$ cat src/rtl/display_seq_pkg.sv
// Shared types and constants for the HEX message display sequencer.
// Holds the state encoding, message addresses and result latch type.
package display_seq_pkg;

    typedef enum logic [1:0] {
        S_IDLE  = 2'd0,
        S_LEVEL = 2'd1,
        S_BLINK = 2'd2,
        S_HOLD  = 2'd3
    } state_e;

    typedef enum logic {
        RES_WIN  = 1'b0,
        RES_LOSE = 1'b1
    } result_e;

    localparam logic [1:0] ADDR_NIVEL  = 2'b00;
    localparam logic [1:0] ADDR_VENCEU = 2'b01;
    localparam logic [1:0] ADDR_PERDEU = 2'b10;
    localparam logic [1:0] ADDR_BLANK  = 2'b11;

    // Message address for a latched game result.
    function automatic logic [1:0] result_addr(input result_e r);
        return (r == RES_LOSE) ? ADDR_PERDEU : ADDR_VENCEU;
    endfunction

endpackage

$ cat src/rtl/display_sequencer_seq_timer.sv
// Up-counter with synchronous clear and enable.
// Flags done when the count reaches a runtime terminal value.
module seq_timer #(
    parameter int CNT_W = 26
) (
    input  logic             clock,
    input  logic             reset,
    input  logic             clr_i,
    input  logic             en_i,
    input  logic [CNT_W-1:0] term_i,
    output logic             done_o
);

    logic [CNT_W-1:0] count_q;
    logic [CNT_W-1:0] count_d;

    // Next count: clear wins over enable.
    always_comb begin
        count_d = count_q;
        if (clr_i) begin
            count_d = '0;
        end else if (en_i) begin
            count_d = count_q + 1'b1;
        end
    end

    // Count register.
    always_ff @(posedge clock or negedge reset) begin
        if (!reset) begin
            count_q <= '0;
        end else begin
            count_q <= count_d;
        end
    end

    assign done_o = (count_q == term_i);

endmodule

$ cat src/rtl/display_sequencer.sv
// Sequences game events into level banner and blinking result messages.
// Drives the message address and level bit of the HEX message memory.
module display_sequencer
    import display_seq_pkg::*;
#(
    parameter int HOLD_CYCLES = 50_000_000,
    parameter int BLINK_HALF  = 25_000_000,
    parameter int BLINK_COUNT = 3,
    parameter int CNT_W       = 26
) (
    input  logic       clock,
    input  logic       reset,
    input  logic       iniciar,
    input  logic       nivel,
    input  logic       venceu,
    input  logic       perdeu,
    input  logic       limpar,
    output logic [1:0] displayAddr,
    output logic       nivel_disp,
    output logic       busy,
    output logic [1:0] db_estado
);

    localparam int PAIR_W = (BLINK_COUNT > 1) ? $clog2(BLINK_COUNT) : 1;
    localparam logic [PAIR_W-1:0] PAIR_LAST = PAIR_W'(BLINK_COUNT - 1);
    localparam logic [CNT_W-1:0] HOLD_TERM = CNT_W'(HOLD_CYCLES - 1);
    localparam logic [CNT_W-1:0] HALF_TERM = CNT_W'(BLINK_HALF - 1);

    state_e            state_q;
    logic              phase_q;
    logic [PAIR_W-1:0] pair_q;
    result_e           result_q;
    logic              nivel_q;

    logic             ev_clear;
    logic             ev_start;
    logic             ev_result;
    logic             timed;
    logic             tmr_clr;
    logic             tmr_done;
    logic [CNT_W-1:0] tmr_term;

    // Event arbitration: limpar > iniciar > perdeu > venceu.
    always_comb begin
        timed     = (state_q == S_LEVEL) || (state_q == S_BLINK);
        ev_clear  = limpar && (state_q != S_IDLE);
        ev_start  = !limpar && iniciar;
        ev_result = !limpar && !iniciar && (perdeu || venceu) &&
                    ((state_q == S_IDLE) || (state_q == S_LEVEL));
        tmr_clr   = ev_clear || ev_start || ev_result ||
                    (timed && tmr_done);
        tmr_term  = (state_q == S_LEVEL) ? HOLD_TERM : HALF_TERM;
    end

    seq_timer #(
        .CNT_W(CNT_W)
    ) u_timer (
        .clock  (clock),
        .reset  (reset),
        .clr_i  (tmr_clr),
        .en_i   (timed),
        .term_i (tmr_term),
        .done_o (tmr_done)
    );

    // Main sequencing FSM with phase, pair and result registers.
    always_ff @(posedge clock or negedge reset) begin
        if (!reset) begin
            state_q  <= S_IDLE;
            phase_q  <= 1'b0;
            pair_q   <= '0;
            result_q <= RES_WIN;
            nivel_q  <= 1'b0;
        end else if (ev_clear) begin
            state_q <= S_IDLE;
        end else if (ev_start) begin
            state_q <= S_LEVEL;
            nivel_q <= nivel;
        end else if (ev_result) begin
            state_q  <= S_BLINK;
            phase_q  <= 1'b1;
            pair_q   <= '0;
            result_q <= perdeu ? RES_LOSE : RES_WIN;
        end else if (tmr_done) begin
            case (state_q)
                S_LEVEL: state_q <= S_IDLE;
                S_BLINK: begin
                    if (phase_q) begin
                        phase_q <= 1'b0;
                    end else if (pair_q == PAIR_LAST) begin
                        state_q <= S_HOLD;
                    end else begin
                        phase_q <= 1'b1;
                        pair_q  <= pair_q + 1'b1;
                    end
                end
                default: ;
            endcase
        end
    end

    // Moore output decode from registered state.
    always_comb begin
        displayAddr = ADDR_BLANK;
        case (state_q)
            S_LEVEL: displayAddr = ADDR_NIVEL;
            S_BLINK: displayAddr = phase_q ? result_addr(result_q)
                                           : ADDR_BLANK;
            S_HOLD:  displayAddr = result_addr(result_q);
            default: displayAddr = ADDR_BLANK;
        endcase
    end

    assign nivel_disp = nivel_q;
    assign busy       = (state_q != S_IDLE);
    assign db_estado  = state_q;

endmodule

$ cat config.mk
export PLATFORM = sky130hd
export DESIGN_NAME = display_sequencer
export DESIGN_NICKNAME = d
export VERILOG_FILES = /design/src/rtl/display_seq_pkg.sv /design/src/rtl/display_sequencer_seq_timer.sv /design/src/rtl/display_sequencer.sv
export SDC_FILE = /design/constraint.sdc
export NUM_CORES = 1
export LEC_CHECK = 0
export CORE_MARGIN = 2
export CORE_UTILIZATION = 55
export CTS_CLUSTER_SIZE = 24
export DETAILED_ROUTE_END_ITERATION = 10
export GPL_TIMING_DRIVEN = 1
export PLACE_DENSITY_LB_ADDON = 0.05
export REMOVE_ABC_BUFFERS = 1
export SYNTH_ARGS = -nofsm -noshare
export SYNTH_HDL_FRONTEND = slang
export SYNTH_SLANG_ARGS = --single-unit
$ cat constraint.sdc
create_clock -name clock -period 3.18 [get_ports clock]
set_clock_uncertainty 0.15 [all_clocks]
set_input_delay 0.318 -clock clock [delete_from_list [all_inputs] [get_ports clock]]
set_output_delay 0.318 -clock clock [all_outputs]
set_load 0.02 [all_outputs]
==> flow_summary_export.csv, run 1 <==
group,metric,value,unit
power,p_leak,0.865,nW
die,coreArea,0.00336,mm2
critical_path,reg2reg_from,"db_estado[1]",
cts,cts_made_buffers,5,
placed_design,dp_hpwl,3100,um
cts,h-tree-depth,2,
routing,avgRoutedWirePerCell,16.5,um
logic_synthesis,yosysSeqAreaShare,0.423,
placed_design,place.gp.congestion,0.903,
cts,path_clk_slew,0.11,ns
cells_and_area,diodes,0,
global_route,overflow,0,
cts,cts_tree,"done",
global_route,grt_first_pass_wirelength,7870,um
cells_and_area,area_growth,12.4,%
sta,relSlewSlack,0.614,
hold_path,hold_class,"in -> async",
routing,drt-initial-drc-count,120,
die,die_width,63.6,um
critical_path,rr_worst_depth,7,
sta,maxSlewViolCount,0,
global_route,antenna_found_initial,0,
global_route,grt_max_degree,34,
critical_path,start_kind,"flop",
critical_path,crit_required,3.27,ns
cts,cts.root.buffer_cell,"clkbuf_4",
power,ir_drop,0.263,mV
routing,vias_per_cell,6.15,
critical_path,r2r_slack,0.21,ns
die,initial_core_util,0.581,
critical_path,critPathKind,"reg -> reg",
routing,first_pass_iters,4,
logic_synthesis,synth_area_leaders,"dfrtp_1 (42%), xor2_1 (8.5%), nor2_1 (4.8%), ha_1 (3.8%), nand4_1 (2.9%)",
cts,cts_sinks,33,
critical_path,startpoint,"db_estado[1]",
logic_synthesis,synth_top_area_cell,"dfrtp_1",
critical_path,r2r_end,"pair_q[1]",
routing,num_vias,1629,
cts,clock_latency,0.35,ns
cells_and_area,finalNetCount,232,
critical_path,crit_arrival,3.06,ns
sta,tightest_slew,0.571,ns
cts,post_cts_buffers,0,
logic_synthesis,ys.flop_type,"dfrtp_1",
die,num_rows,21,
placed_design,port_buffers,12,
sta,period_needed,2.97,ns
sta,rsz0062_at_grt,"false",
die,die_y,63.6,um
flow_run,drv_cap,0,
cells_and_area,fillCellCount,303,
global_route,grt_usage,0.251,
critical_path,crit_chain,"inv_1 -> ha_1 -> or4b_4 -> a2111oi_4 -> o2111ai_4 -> nor4_4 -> mux2_1",
critical_path,critPathSlowestCell,"or4b_4",
routing,drc,0,
sta,max_freq,0.337,GHz
routing,wl,4360,um
critical_path,end_kind,"flop",
logic_synthesis,ys_warn_count,0,
die,ios,13,
critical_path,critPathMaxStageDelay,0.51,ns
logic_synthesis,async_reset_ff_frac,1.00,
sta,hold_ws,0.209,ns
logic_synthesis,synth_edf_count,0,
die,fp.dieArea,0.00405,mm2
logic_synthesis,syn_inst,202,
logic_synthesis,synth_cell_types,44,
sta,finalSetupViolCount,0,
sta,fin_setup_tns,0,ns
critical_path,crit_fanout,8,
cells_and_area,drive_gt1_frac,0.0868,
cts,cts_resized,0,
logic_synthesis,synth.top_cell.area_share,0.423,
cts,ctsHoldBuffers,0,
outcome,status,"finished, final reports clean",
logic_synthesis,synth.cell_area,0.00195,mm2
sta,post-route-period-util,0.934,
global_route,grt_pass1_vias,1656,
logic_synthesis,ys_seq_elements,33,
critical_path,endpoint,"pair_q[1]",
power,p_per_area,576,mW/mm2
routing,antenna_left,0,
sta,hold_viol,0,
cts,clock_path_buffers,2,
logic_synthesis,avgSynthCellArea,9.68,um2
[cell type report]
class	count	area, um2	area share
timing repair buffer	17	158	0.0718
inverter	6	22.5	0.0103
tap	46	57.6	0.0262
multi-input combinational	156	1080	0.491
clock buffer	7	55.1	0.0251
sequential	33	826	0.376
[sequential cells by signal, summed over array words and instances (netlist names)]
| signal | flops |
|---|---|
| u_timer.count_q | 26 |
| db_estado | 2 |
| pair_q | 2 |
| nivel_disp | 1 |
| phase_q | 1 |
| result_q | 1 |
[worst min path at each step]
| stage | from | to | slack (ns) | depth (start not counted) |
|---|---|---|---|---|
| 3_3_place_gp | nivel_disp | nivel_disp | 0.34 | 1 |
| 4_1_cts | reset | result_q | 0.22 | 2 |
| 2_1_floorplan | reset | db_estado[0] | -0.13 | 0 |
| 3_5_place_dp | u_timer.count_q[14] | u_timer.count_q[14] | 0.38 | 2 |
| 6_report | reset | result_q | 0.21 | 2 |
| 5_1_grt | reset | result_q | 0.23 | 2 |
[kinds of logic after synthesis]
group / after synthesis / share of synthesized area
buffers and inverters: 13 / 0.0262
and+or+nand+nor: 83 / 0.236
xor gates and xnor gates: 19 / 0.0851
muxes: 5 / 0.0275
DFF: 33 / 0.423
AOI/OAI and AO/OA: 43 / 0.165
adders and majority gates: 6 / 0.0384
[metal layers]
layer  up-vias  GRT usage  share of wire
met5         -          0              0
met3        13     0.0679          0.039
met1       808      0.314           0.45
met2        36      0.404           0.48
met4         0      0.111          0.024
li1        772          -              -
[Yosys cell counts, types with 5 or more instances]
master and n:
xor2_1 19, dfrtp_1 33, nand2_1 14, inv_1 6
clkbuf_1 5, o2111ai_1 6, nor2_1 25, o21ai_0 11
a21oi_1 9, nand3_1 6, ha_1 6, nand4_1 9
[per-stage QoR]
step           worst slack, ns  total power (W)  instance area [um2]  instances   util
2_1_floorplan            0.321         0.000814                 1930        195      -
3_3_place_gp             0.399          0.00100                 2140        258  0.637
3_5_place_dp             0.259          0.00102                 2140        258  0.637
4_1_cts                  0.248          0.00127                 2200        265  0.653
5_1_grt                 0.0530          0.00135                 2200        265  0.653
6_report                 0.211          0.00126                 2200        265  0.653
[placed cells by master, fill, tap and decap left out, types with 5 or more instances in the layout]
master and count:
nand3_1 6, clkdlybuf4s50_1 12, nand2_1 14, xor2_1 19, dfrtp_1 33, nand4_1 9
buf_4 5, nor2_1 25, clkbuf_4 5, ha_1 6, o2111ai_1 6, o21ai_0 11
inv_1 6, a21oi_1 9
[power by group]
part	switching, W	leakage, nW	internal [W]
Clock	0.000141	0.0314	0.000104
Combinational	0.000338	0.385	0.000198
Sequential	0.0000357	0.449	0.000448
Total	0.000514	0.865	0.000750
[worst max-delay path, delay by kind of cell, from the launching register on]
| kind | cells | cell delay, ns |
|---|---|---|
| adders and majority gates | 1 | 0.26 |
| and+or+nand+nor | 2 | 0.88 |
| buffers and inverters | 1 | 0.11 |
| AOI/OAI and AO/OA | 2 | 0.62 |
| DFF | 1 | 0.48 |
| muxes | 1 | 0.36 |
(Power assumes the default switching activity.)
==> run 2, diff against run 1 <==
- CORE_ASPECT_RATIO: unset -> 0.9
- CORE_UTILIZATION: 55 -> 35
==> flow_summary_export.csv, run 2 (synthesized netlist as in run 1, its figures left out) <==
group,metric,value,unit
cts,h-tree-depth,2,
routing,num_vias,1625,
critical_path,end_kind,"flop",
global_route,busiest_layer,"met2",
critical_path,critPathKind,"reg -> reg",
critical_path,start_kind,"flop",
power,p_leak,0.884,nW
placed_design,dp_hpwl,3310,um
sta,maxSlewViolCount,0,
global_route,grt_use_met1,0.226,
die,die_width,82.8,um
cts,clock_latency,0.28,ns
sta,fin_setup_tns,0,ns
sta,period_needed,2.93,ns
cells_and_area,regMostFlops,"u_timer.count_q",
power,finalPower,0.00134,W
die,num_rows,25,
die,coreArea,0.00532,mm2
die,ios,13,
global_route,grt_max_degree,34,
global_route,use_met2,0.259,
cts,cts_made_buffers,5,
critical_path,crit_chain,"inv_1 -> ha_1 -> or4b_4 -> a2111oi_4 -> o2111ai_4 -> nor4_4 -> mux2_1",
hold_path,hold_class,"in -> async",
global_route,grt_pass1_vias,1597,
routing,vias_per_cell,5.64,
die,die_y,74.9,um
cts,clock_path_buffers,2,
sta,finalSetupViolCount,0,
routing,avgRoutedWirePerCell,15.7,um
cts,path_clk_slew,0.07,ns
power,p_per_area,592,mW/mm2
cells_and_area,most-common-layout-cells,"dfrtp_1 (33), nor2_1 (25), xor2_1 (19)",
global_route,overflow,0,
sta,relSlewSlack,0.531,
global_route,met3_usage,0.0360,
routing,drc,0,
outcome,status,"finished, final reports clean",
cts,cts_sinks,33,
sta,post-route-period-util,0.921,
cts,post_cts_buffers,0,
cells_and_area,finalNetCount,233,
cts,cts_resized,0,
sta,setup_slack,0.251,ns
cts,cts.root.buffer_cell,"clkbuf_8",
critical_path,crit_required,3.19,ns
critical_path,critPathMaxStageDelay,0.51,ns
critical_path,critPathSlowestCell,"or4b_4",
sta,rsz0062_at_grt,"false",
power,ir_drop,0.260,mV
cts,cts_tree,"done",
global_route,antenna_found_initial,0,
critical_path,crit_fanout,8,
placed_design,place.gp.congestion,0.790,
cells_and_area,final_common_cell,"dfrtp_1",
routing,wl,4510,um
sta,hold_viol,0,
sta,tightest_slew,0.697,ns
cts,ctsHoldBuffers,0,
routing,drt-initial-drc-count,75,
critical_path,crit_arrival,2.94,ns
routing,antenna_left,0,
routing,first_pass_iters,5,
global_route,grt_usage,0.163,
global_route,grt_first_pass_wirelength,7610,um
sta,max_freq,0.341,GHz
cells_and_area,largest_register_ffs,26,
die,initial_core_util,0.368,
flow_run,drv_cap,0,
placed_design,port_buffers,12,
die,fp.dieArea,0.00620,mm2
cells_and_area,drive_gt1_frac,0.0950,
cells_and_area,area_growth,15.5,%
placed_design,dp_slack,0.266,ns
cells_and_area,diodes,0,
cells_and_area,final_util,0.424,
[run 2: stage by stage]
step                      instance area, um2  std cells  hold WS (ns)
after floorplan                         1930        195        -0.128
after global placement                  2170        280         0.346
final                                   2260        288         0.280
after global routing                    2260        288         0.328
after CTS                               2260        288         0.301
after detailed placement                2170        280         0.350
[run 2: metal layers]
metal / wire [um] / part of all wire / up-vias
met2: 2200 / 0.49 / 30
met4: 28 / 0.0062 / 0
met5: 0 / 0 / -
li1: - / - / 778
met3: 157 / 0.035 / 4
met1: 2130 / 0.47 / 813
[run 2: power by group]
group | total, W | internal [W] | switching, W
logic | 0.000558 | 0.000211 | 0.000347
registers | 0.000481 | 0.000449 | 0.0000326
clock network | 0.000297 | 0.000151 | 0.000145
total | 0.00134 | 0.000811 | 0.000525
[run 2: final timing paths]
| kind | cells after the start | slack (ns) | from | to |
|---|---|---|---|---|
| worst min register to register | 1 | 0.36 | nivel_disp | nivel_disp |
| max in group asynchronous | 2 | 2.28 | reset | pair_q[1] |
| worst min-delay path | 2 | 0.28 | reset | u_timer.count_q[7] |
| worst max register to register | 7 | 0.25 | db_estado[1] | pair_q[1] |
| worst max-delay path | 7 | 0.25 | db_estado[1] | pair_q[1] |
| min in group clock | 1 | 0.36 | nivel_disp | nivel_disp |
[run 2: layout make-up]
type | instances | area [um2]
Clock inverter | 2 | 10.0
Multi-Input combinational cell | 156 | 1080
Fill cell | 547 | 3060
Sequential cell | 33 | 826
Timing Repair Buffer | 18 | 165
Clock buffer | 6 | 72.6
Tap cell | 67 | 83.8
Inverter | 6 | 22.5
[run 2: worst max-delay path: cells and delay by family, from the launching register on]
family	cells	cell delay (ns)
buf+inv	1	0.09
fa+ha+maj	1	0.26
simple gates	2	0.87
flops	1	0.45
mux	1	0.36
compound gates	2	0.63
==> run 3, diff against run 2 <==
- CORE_UTILIZATION: 35 -> 30
==> flow_summary_export.csv, run 3 (synthesized netlist as in run 1, its figures left out) <==
group,metric,value,unit
die,num_rows,27,
routing,wl,4940,um
critical_path,crit_required,3.20,ns
critical_path,crit_arrival,2.89,ns
power,pwr-share-seq,0.334,
sta,period_needed,2.87,ns
cts,ctsHoldBuffers,0,
routing,avgRoutedWirePerCell,16.1,um
power,power_report.internal_total,0.000891,W
cts,clock_latency,0.29,ns
cts,cts_made_buffers,5,
critical_path,startpoint,"db_estado[1]",
hold_path,hold_class,"in -> async",
sta,tightest_slew,0.695,ns
sta,relSlewSlack,0.532,
power,switching_share,0.384,
die,ios,13,
cts,cts.root.buffer_cell,"clkbuf_8",
power,p_comb_frac,0.392,
routing,first_pass_iters,4,
power,ir_drop,0.211,mV
placed_design,place_area,0.00221,mm2
global_route,grt_usage,0.153,
cts,cts_sinks,33,
power,finalPower,0.00145,W
cells_and_area,final_util,0.372,
power,p_per_area,625,mW/mm2
routing,drt-initial-drc-count,82,
power,p_sw,0.000555,W
cells_and_area,regMostFlops,"u_timer.count_q",
critical_path,start_kind,"flop",
placed_design,place_inst,301,
sta,post-route-period-util,0.903,
power,p_clk_frac,0.274,
die,die_width,89.1,um
global_route,antenna_found_initial,0,
critical_path,critPathKind,"reg -> reg",
die,coreArea,0.00622,mm2
critical_path,end_kind,"flop",
cts,h-tree-depth,2,
global_route,grt_max_degree,34,
sta,hold_viol,0,
routing,num_vias,1604,
cells_and_area,drive_gt1_frac,0.0995,
die,die_y,80.6,um
flow_run,drv_cap,0,
cts,cts_resized,0,
cells_and_area,diodes,0,
global_route,overflow,0,
die,fp.dieArea,0.00718,mm2
routing,vias_per_cell,5.21,
sta,max_freq,0.348,GHz
cells_and_area,final_common_cell,"dfrtp_1",
cells_and_area,fin_area,0.00231,mm2
sta,maxSlewViolCount,0,
critical_path,reg2reg_from,"db_estado[1]",
cts,clock_path_buffers,2,
critical_path,crit_fanout,8,
cells_and_area,most-common-layout-cells,"dfrtp_1 (33), nor2_1 (25), xor2_1 (19)",
cells_and_area,finalNetCount,234,
cells_and_area,largest_register_ffs,26,
sta,rsz0062_at_grt,"false",
sta,fin_setup_tns,0,ns
global_route,grt_pass1_vias,1686,
cts,post_cts_buffers,0,
cells_and_area,stdcell_count,308,
routing,drc,0,
sta,finalSetupViolCount,0,
die,initial_core_util,0.314,
power,p_leak,0.898,nW
cells_and_area,area_growth,18.2,%
cts,path_clk_slew,0.07,ns
placed_design,place.gp.congestion,0.744,
placed_design,port_buffers,12,
global_route,grt_first_pass_wirelength,8370,um
outcome,status,"finished, final reports clean",
routing,antenna_left,0,
placed_design,dp_hpwl,3460,um
cts,cts_tree,"done",
run 3: cell count changes in the layout (fill, tap and decap cells not counted):
| cell | before | now |
|---|---|---|
| bufinv_16 | 0 | 1 |
| clkbuf_1 | 1 | 0 |
| clkinv_2 | 2 | 1 |
| buf_4 | 6 | 7 |
run 3: worst paths after layout:
check | end | slack [ns] | cells past startpoint
worst max-delay path | pair_q[1] | 0.31 | 7
worst min-delay path | u_timer.count_q[24] | 0.30 | 2
worst max register to register | pair_q[1] | 0.31 | 7
worst min register to register | nivel_disp | 0.37 | 1
max in group asynchronous | u_timer.count_q[0] | 2.26 | 2
min in group clock | nivel_disp | 0.37 | 1
run 3: power by group through the flow:
stage               Combinational (W)  Sequential (W)  Clock (W)
floorplan                    0.000314        0.000500          0
global placement             0.000577        0.000488          0
detailed placement           0.000568        0.000490          0
CTS                          0.000572        0.000482   0.000406
global route                 0.000622        0.000490   0.000424
finish                       0.000567        0.000482   0.000396
run 3: layout make-up:
cell class              instances  area [um2]
flip-flops and latches         33         826
clock inverters                 2        35.0
repair buffers                 19         173
multi-input cells             156        1080
fillers                       642        3910
clock buffers                   5        68.8
well taps                      87         109
inverters                       6        22.5
run 3: metrics by stage:
| step | setup WS, ns | hold WS [ns] |
|---|---|---|
| global placement | 0.420 | 0.341 |
| CTS | 0.303 | 0.315 |
| detailed placement | 0.320 | 0.352 |
| global route | 0.127 | 0.341 |
| floorplan | 0.321 | -0.128 |
| finish | 0.309 | 0.299 |
run 3: worst max-delay path, cell delays in order, from the launching register on:
cell,delay (ns)
dfrtp_1,0.47
inv_1,0.10
ha_1,0.21
or4b_4,0.49
a2111oi_4,0.36
o2111ai_4,0.27
nor4_4,0.35
mux2_1,0.36
run 3: layer usage:
layer  vias to the layer above  track usage  wire length [um]  part of all wire
li1                        779            -                 -                 -
met2                        20        0.252              2440              0.49
met3                         8       0.0411               139             0.028
met1                       797        0.189              2290              0.46
met4                         0       0.0597                74             0.015
met5                         -            0                 0                 0
